===== src/rtl/f1_reaction_timer.sv =====
// f1_reaction_timer
// Receiving end of the F1 start-light sequencer. Watches the light bus fill
// as a thermometer (00 -> 01 -> 03 -> ... -> FF), then times the driver's
// reaction from lights-out (FF -> 00) to the first button press in timebase
// ticks. Flags jump starts and illegal light sequences.
//
// Ports:
//   clk        - system clock
//   rst        - synchronous active-high reset
//   lights_in  - [7:0] light pattern from the start-light FSM
//   tick       - one-cycle timebase strobe; the reaction counter advances on it
//   btn        - synchronised driver button (level)
//   clear      - one-cycle request to discard results and return to IDLE
//   time_out   - [TW-1:0] captured reaction time in ticks
//   time_valid - sticky: time_out holds a valid result
//   jump_start - sticky: press seen before lights-out
//   seq_error  - sticky: illegal light transition seen
//   busy       - high while a run is in progress (ARMED, FULL, TIMING)
module f1_reaction_timer #(
  parameter int TW = 16
) (
  input  logic          clk,
  input  logic          rst,
  input  logic [7:0]    lights_in,
  input  logic          tick,
  input  logic          btn,
  input  logic          clear,
  output logic [TW-1:0] time_out,
  output logic          time_valid,
  output logic          jump_start,
  output logic          seq_error,
  output logic          busy
);

  typedef enum logic [2:0] {
    IDLE,
    ARMED,
    FULL,
    TIMING,
    DONE,
    JUMP,
    ERROR
  } state_t;

  localparam logic [TW-1:0] CNT_ONE = {{(TW-1){1'b0}}, 1'b1};

  state_t        state;
  logic [7:0]    lp;
  logic          bq;
  logic [TW-1:0] cnt;
  logic          press;
  logic          step_ok;

  // Rising edge of the button: holding it down yields a single press.
  assign press = btn & ~bq;

  // A legal step either holds the pattern or lights exactly one more lamp.
  assign step_ok = (lights_in == lp) || (lights_in == {lp[6:0], 1'b1});

  // Main sequencer. busy and the flags are updated alongside each state
  // change so every output is a plain register. The history registers lp
  // and bq track their inputs regardless of clear.
  always_ff @(posedge clk) begin
    if (rst) begin
      state      <= IDLE;
      lp         <= 8'h00;
      bq         <= 1'b0;
      cnt        <= '0;
      time_out   <= '0;
      time_valid <= 1'b0;
      jump_start <= 1'b0;
      seq_error  <= 1'b0;
      busy       <= 1'b0;
    end else begin
      lp <= lights_in;
      bq <= btn;
      if (clear) begin
        state      <= IDLE;
        cnt        <= '0;
        time_valid <= 1'b0;
        jump_start <= 1'b0;
        seq_error  <= 1'b0;
        busy       <= 1'b0;
      end else begin
        case (state)
          IDLE: begin
            if (lp == 8'h00 && lights_in == 8'h01) begin
              state <= ARMED;
              busy  <= 1'b1;
            end
          end
          ARMED: begin
            if (press) begin
              state      <= JUMP;
              jump_start <= 1'b1;
              busy       <= 1'b0;
            end else if (step_ok && lights_in == 8'hFF) begin
              state <= FULL;
            end else if (!step_ok) begin
              state     <= ERROR;
              seq_error <= 1'b1;
              busy      <= 1'b0;
            end
          end
          FULL: begin
            // A press on the very cycle the lights go out is still early.
            if (press) begin
              state      <= JUMP;
              jump_start <= 1'b1;
              busy       <= 1'b0;
            end else if (lights_in == 8'h00) begin
              state <= TIMING;
              cnt   <= '0;
            end else if (lights_in != 8'hFF) begin
              state     <= ERROR;
              seq_error <= 1'b1;
              busy      <= 1'b0;
            end
          end
          TIMING: begin
            // The press captures the count as it stands; a coincident tick
            // is not added.
            if (press) begin
              state      <= DONE;
              time_out   <= cnt;
              time_valid <= 1'b1;
              busy       <= 1'b0;
            end else if (tick && cnt != '1) begin
              cnt <= cnt + CNT_ONE;
            end
          end
          DONE, JUMP, ERROR: begin
            state <= state;
          end
          default: begin
            state <= IDLE;
            busy  <= 1'b0;
          end
        endcase
      end
    end
  end

endmodule


===== config.mk =====
export PLATFORM = sky130hd
export DESIGN_NAME = f1_reaction_timer
export DESIGN_NICKNAME = d
export VERILOG_FILES = /design/src/rtl/f1_reaction_timer.sv
export SDC_FILE = /design/constraint.sdc
export NUM_CORES = 1
export LEC_CHECK = 0
export BUFFER_PORTS_ARGS = -buffer_cell sky130_fd_sc_hd__buf_4
export CAP_MARGIN = 30
export CELL_PAD_IN_SITES_DETAIL_PLACEMENT = 1
export CELL_PAD_IN_SITES_GLOBAL_PLACEMENT = 1
export CORE_MARGIN = 3
export CORE_UTILIZATION = 45
export DETAILED_ROUTE_END_ITERATION = 10
export HOLD_SLACK_MARGIN = 0.15
export PLACE_DENSITY = 0.86
export SYNTH_ARGS = -nofsm -noshare
export SYNTH_HDL_FRONTEND = slang
export SYNTH_SLANG_ARGS = --single-unit

===== constraint.sdc =====
create_clock -name clk -period 2.9 [get_ports clk]
set_input_delay 0.435 -clock clk [delete_from_list [all_inputs] [get_ports clk]]
set_output_delay 0.435 -clock clk [all_outputs]
set_load 0.02 [all_outputs]

-- Word level (Yosys, flattened, before mapping)
Cells that the tools add are included.
- register bits: 48
- bits of input ports: 13
- output and inout bits: 20
- logic and storage cells: 92
- add/subtract/negate cells: 1
- equality and inequality tests: 29
- multiplexer cells: 30
- bitwise logic cells: 4
- reduce and logical (&&, ||, !) cells: 19
- operator list (operator ; count):
    16-bit 2-to-1 mux ; 4
    16-bit case mux with 2 select lines ; 1
    3-bit 2-to-1 mux ; 8
    2-bit inequality test (second input constant) ; 11
    16-bit by 1-bit adder with 16-bit output (second input constant) ; 1
    8-bit == test ; 2
    8-bit logical NOT ; 2
    16-bit inequality test (second input constant) ; 1
    3-bit case mux with 5 select lines ; 1
    1-bit 2-to-1 mux ; 14
    7-bit AND reduction ; 2
    3-bit inequality test (second input constant) ; 4
    5-bit AND reduction ; 2
    3-bit == test (second input constant) ; 3
    8-bit by 1-bit == test with 1-bit output (second input constant) ; 1
    8-bit == test (second input constant) ; 1
    4-bit inequality test (second input constant) ; 2
    8-bit inequality test (second input constant) ; 1
    3-bit by 2-bit == test with 1-bit output (second input constant) ; 2
    1-bit case mux with 5 select lines ; 1
    2-bit AND reduction ; 2
    2-bit nonzero test ; 2
    2-bit OR reduction ; 2
    3-bit by 1-bit == test with 1-bit output (second input constant) ; 1
    other kinds (8) ; 12

-- Depth between registers and ports, before layout
- depth after elaboration: 6
- mapped depth: 8
- mapped depth without buffers: 7

-- Worst setup path after synthesis
No wires, ideal clock.
- path kind: register -> register
- start point: reg cnt[0]
- end point: reg cnt[5]
- setup time: 0.070 ns
- arrival: 1.718 ns
- required time: 2.830 ns
- slack: 1.112 ns
- cell stages (with the launch flop): 8
- path buffers: 0
- period minus slack after synthesis: 1.788 ns
- cells stage by stage: dfxtp_1 -> ha_1 -> and4_1 -> and4_1 -> nor2_1 -> nor2_1 -> or3_1 -> a21oi_1
- cells in the longest elaborated chain, start to end: 4
- elaborated cells between the ends (all ways): 8
- those cells by class: add/sub (1); eq/ne (2); mux (3); reduce/logical (2)
- ends and longest elaborated chain (what ; line ; RTL):
    from (decl) ; 50 ; logic [TW-1:0] cnt;
    from (signal assigned) ; 129 ; cnt <= cnt + CNT_ONE;
    16-bit by 1-bit adder with 16-bit output or 16-bit inequality test (tied branches) ; 129, 128 ;
    16-bit 2-to-1 mux or 1-bit logical AND (tied branches) ; 128 ; end else if (tick && cnt != '1) begin
    16-bit 2-to-1 mux or 2-bit inequality test (tied branches) ; -- ;
    16-bit case mux with 2 select lines or 5-bit AND reduction (tied branches) ; -- ;
Parallel ways exist; a longest one is shown, timed or not. The select of a mux whose other input is x is not followed.
A chain may end at the register's enable or synchronous reset.

-- Final worst setup path
Ends and elaborated chain as after synthesis.

==> impl_table.tex <==
\begin{tabular}{lr}
\hline
Metric & Value \\
\hline
\multicolumn{2}{l}{\textbf{Yosys}} \\
\quad Per-instance average area after synthesis & 8.363 sq um \\
\quad Top cells by area in the synthesized netlist & dfxtp\_1 43\%, xor2\_1 9.7\%, nand2\_1 7.2\% \\
\quad Top cells by count, synth & 48 x dfxtp\_1, 43 x nand2\_1, 29 x nor2\_1 \\
\quad Synth Area in Compound Gates & 11.12\% \\
\quad Synth warnings & 0 \\
\quad Cell with the most instances after synthesis & dfxtp\_1 \\
\quad Number of enable-type register cells in the synthesized netlist & 0 \\
\quad Register bit count reported by yosys & 48 \\
\quad Leading register cell type out of synthesis & dfxtp\_1 \\
\quad Number of distinct library cells after synthesis & 46 \\
\quad Fraction of registers with async set/reset & 0\% \\
\quad Adder-cell share of the synthesized area & 0.5562\% \\
\quad Combinational family with the most area after synthesis & simple AND/OR/NAND/NOR gates \\
\quad Largest area contributor in the netlist & dfxtp\_1 \\
\quad Number of instances in the synthesized netlist & 269 \\
\quad Post-synthesis instance area & 0.002250 sq mm \\
\quad Net Count, Synth & 283 \\
\quad Multiplexer share of the synthesized area & 0.4449\% \\
\quad Synthesized-area fraction occupied by xor and xnor cells & 11.29\% \\
\quad Area fraction of the dominant cell type after synthesis & 42.71\% \\
\quad Simple logic cell fraction of the synthesized area & 31.54\% \\
\quad Fraction of the yosys area taken by sequential cells & 42.71\% \\
\multicolumn{2}{l}{\textbf{Finish}} \\
\quad Net count, final & 313 \\
\quad Fillcell total & 585 \\
\quad Area of combinational cells with multiple inputs & 0.001236 sq mm \\
\quad Number of antenna repair diodes & 0 \\
\quad Register cell area after layout & 960.9 sq um \\
\quad Synthesis-to-finish area growth & 16.69\% \\
\quad Fraction of layout cells with a size suffix above 1 & 16.72\% \\
\quad Core Util, Final & 54.85\% \\
\multicolumn{2}{l}{\textbf{Worst hold path}} \\
\quad Path category of the worst min-delay check & in2reg \\
\multicolumn{2}{l}{\textbf{GRT}} \\
\quad Pin count of the biggest net entering global routing & 28 \\
\quad Final global-route overflow total & 0 \\
\quad Wire length of the first global-routing pass & 9.508 mm \\
\quad Number of antenna violations at the first check in global routing & 0 \\
\quad GRT Resource Usage Total & 19.89\% \\
\quad Number of global-route vias before repair & 2,005 \\
\multicolumn{2}{l}{\textbf{Clock network}} \\
\quad Number of buffers inserted for hold repair after clock tree synthesis & 0 \\
\quad Count of H-tree levels built during CTS & 2 \\
\quad Number of buffers inserted to repair setup after CTS & 0 \\
\quad Number of cells upsized or downsized after cts & 0 \\
\quad TritonCTS clock tree & yes \\
\quad Number of clock sinks & 48 \\
\quad CTS Buffer Depth & 2 \\
\quad Root buffer cell & clkbuf\_8 \\
\quad Source-to-sink clock delay at the later pin of the worst-skew pair & 0.31 ns \\
\quad Clock transition at the register clock pins on the worst setup and hold paths after CTS & 0.09 ns \\
\quad Clock buffers created by TritonCTS & 5 \\
\multicolumn{2}{l}{\textbf{Die}} \\
\quad Total die area & 0.005884 sq mm \\
\quad Die X-Extent & 76.71 um \\
\quad Number of core rows & 25 \\
\quad Vertical die dimension & 76.71 um \\
\quad Initial cell density of the core & 47.01\% \\
\quad Num ports & 33 \\
\quad Area of the placeable core & 0.004786 sq mm \\
\multicolumn{2}{l}{\textbf{Pwr}} \\
\quad Sum of internal, switching and leakage power & 0.001129 W \\
\quad Worst VDD drop & 0.1929 mV \\
\quad P per Cell Area & 430.2 mW/mm\^{}2 \\
\quad Static Leak & 0.9571 nW \\
\multicolumn{2}{l}{\textbf{Timing}} \\
\quad Number of pins with negative max-slew slack in the final report & 0 \\
\quad Post-layout min period & 2.081 ns \\
\quad Final setup viols & 0 \\
\quad Transition at the pin with the smallest max-transition slack & 0.4734 ns \\
\quad Count of final hold-check violations & 0 \\
\quad Post-route clock period utilization & 71.77\% \\
\quad Slew margin rel. & 68.15\% \\
\quad Clock Skew & 0.01135 ns \\
\quad Highest clock rate & 0.4805 GHz \\
\quad Setup\_tns & 0 ns \\
\quad RSZ-0062 raised after global routing & false \\
\multicolumn{2}{l}{\textbf{Routing}} \\
\quad Antenna Nets Post-Route & 0 \\
\quad Detailed-route DRC error count & 0 \\
\quad Final WL & 5.515 mm \\
\quad Via count of the routed design & 1,975 \\
\quad Number of detailed-routing iterations run before antenna repair & 4 \\
\quad Drt initial violations & 123 \\
\quad Routed wire length per instance & 15.07 um \\
\quad Vias/cell & 5.396 \\
\multicolumn{2}{l}{\textbf{Critical path}} \\
\quad Crit-path slowest cell & or3\_1 \\
\quad Longest individual stage delay on the worst path & 0.36 ns \\
\quad Crit path arrival time & 2.32 ns \\
\quad Critical-path maximum fanout & 8 \\
\quad Endpoint required time on the critical path & 3.13 ns \\
\quad Critical Setup Path Class & reg2reg \\
\quad CP cell instances & ha\_1 -> and4\_1 -> and4\_1 -> nor2\_1 -> nor2\_1 -> or3\_1 -> a21oi\_1 \\
\quad Worst setup EP type & flop \\
\quad Number of buffer and inverter stages on the critical path & 0 \\
\quad Startpoint Class & flop \\
\quad Cell class contributing the biggest share of worst-path delay & simple AND/OR/NAND/NOR gates \\
\multicolumn{2}{l}{\textbf{Job}} \\
\quad Number of violations of the max-capacitance limit & 0 \\
\multicolumn{2}{l}{\textbf{Placed design}} \\
\quad Routability-driven placement congestion ratio & 0.8294 \\
\quad HPWL reported at the end of detailed placement & 3.916 mm \\
\quad Port Buffers & 32 \\
\multicolumn{2}{l}{\textbf{Outcome}} \\
\quad Outcome & finished clean \\
\hline
\end{tabular}
cells by family (layout without fill, tap and decap cells):
kind of cell	Yosys count	in the layout
flip-flops	48	48
XOR/XNOR	29	29
adder cells (fa/ha/maj)	1	1
AO/OA/AOI/OAI	41	41
buffers and inverters	12	42
AND/OR/NAND/NOR	137	137
multiplexers	1	1
metal layers:
| layer | vias to the layer above | part of all wire (%) | GRT usage (%) |
|---|---|---|---|
| li1 | 980 | - | - |
| met1 | 954 | 47 | 25.37 |
| met4 | 0 | 1.5 | 7.428 |
| met5 | - | 0 | 0 |
| met2 | 33 | 48 | 32.84 |
| met3 | 8 | 3.4 | 4.343 |
placed cells by master, fill, tap and decap left out, types with 4 or more instances in the layout:
| cell type | n |
|---|---|
| a21oi_1 | 24 |
| and4_1 | 5 |
| dfxtp_1 | 48 |
| nor2b_1 | 11 |
| nand3_1 | 10 |
| buf_4 | 35 |
| clkbuf_8 | 5 |
| nor3_1 | 5 |
| o21ai_0 | 4 |
| nor4_1 | 4 |
| xor2_1 | 25 |
| nor2_1 | 29 |
| nand2_1 | 43 |
| xnor2_1 | 4 |
| nand4_1 | 8 |
layout make-up:
class                           count  area share, %
Clock buffer                        5          2.622
Tap cell                           67          3.194
Timing Repair Buffer               35          10.01
Clock inverter                      2         0.4766
Multi-Input combinational cell    209          47.09
Sequential cell                    48          36.61
through the flow:
stage	instances	hold WS (ns)	instance area [sq um]	worst slack (ns)
6_report	366	0.3577	2625	0.8187
5_1_grt	366	0.3586	2625	0.6542
4_1_cts	366	0.3501	2625	0.8118
3_5_place_dp	359	0.4483	2544	0.7963
3_3_place_gp	359	0.4435	2544	0.8525
2_1_floorplan	269	0.4460	2250	1.112
final timing paths:
kind                            cells past startpoint  slack [ns]         from          end
worst min register to register                      2        0.46  time_out[8]  time_out[8]
worst max-delay path                                7        0.82       cnt[0]       cnt[5]
worst min-delay path                                2        0.36          btn           bq
worst max register to register                      7        0.82       cnt[0]       cnt[5]
where the power goes:
group	total, W	leakage [nW]	switching [W]	internal, W
clock network	0.000387	0.0400	0.000224	0.000164
registers	0.000672	0.389	0.00000716	0.000665
logic	0.0000696	0.528	0.0000398	0.0000298
worst reg2reg max path, delay by kind of cell, from the launching register on:
family / cells / cell delay, ns
AOI/OAI and AO/OA: 1 / 0.13
adders and majority gates: 1 / 0.31
DFF: 1 / 0.35
and+or+nand+nor: 5 / 1.22
state kept, by name, summed over array words and instances, names as in the netlist, 3 cells and up:
register and cells:
time_out 16, lp 8, cnt 16, state 3
Note: power is estimated with default switching activity, not from simulation.
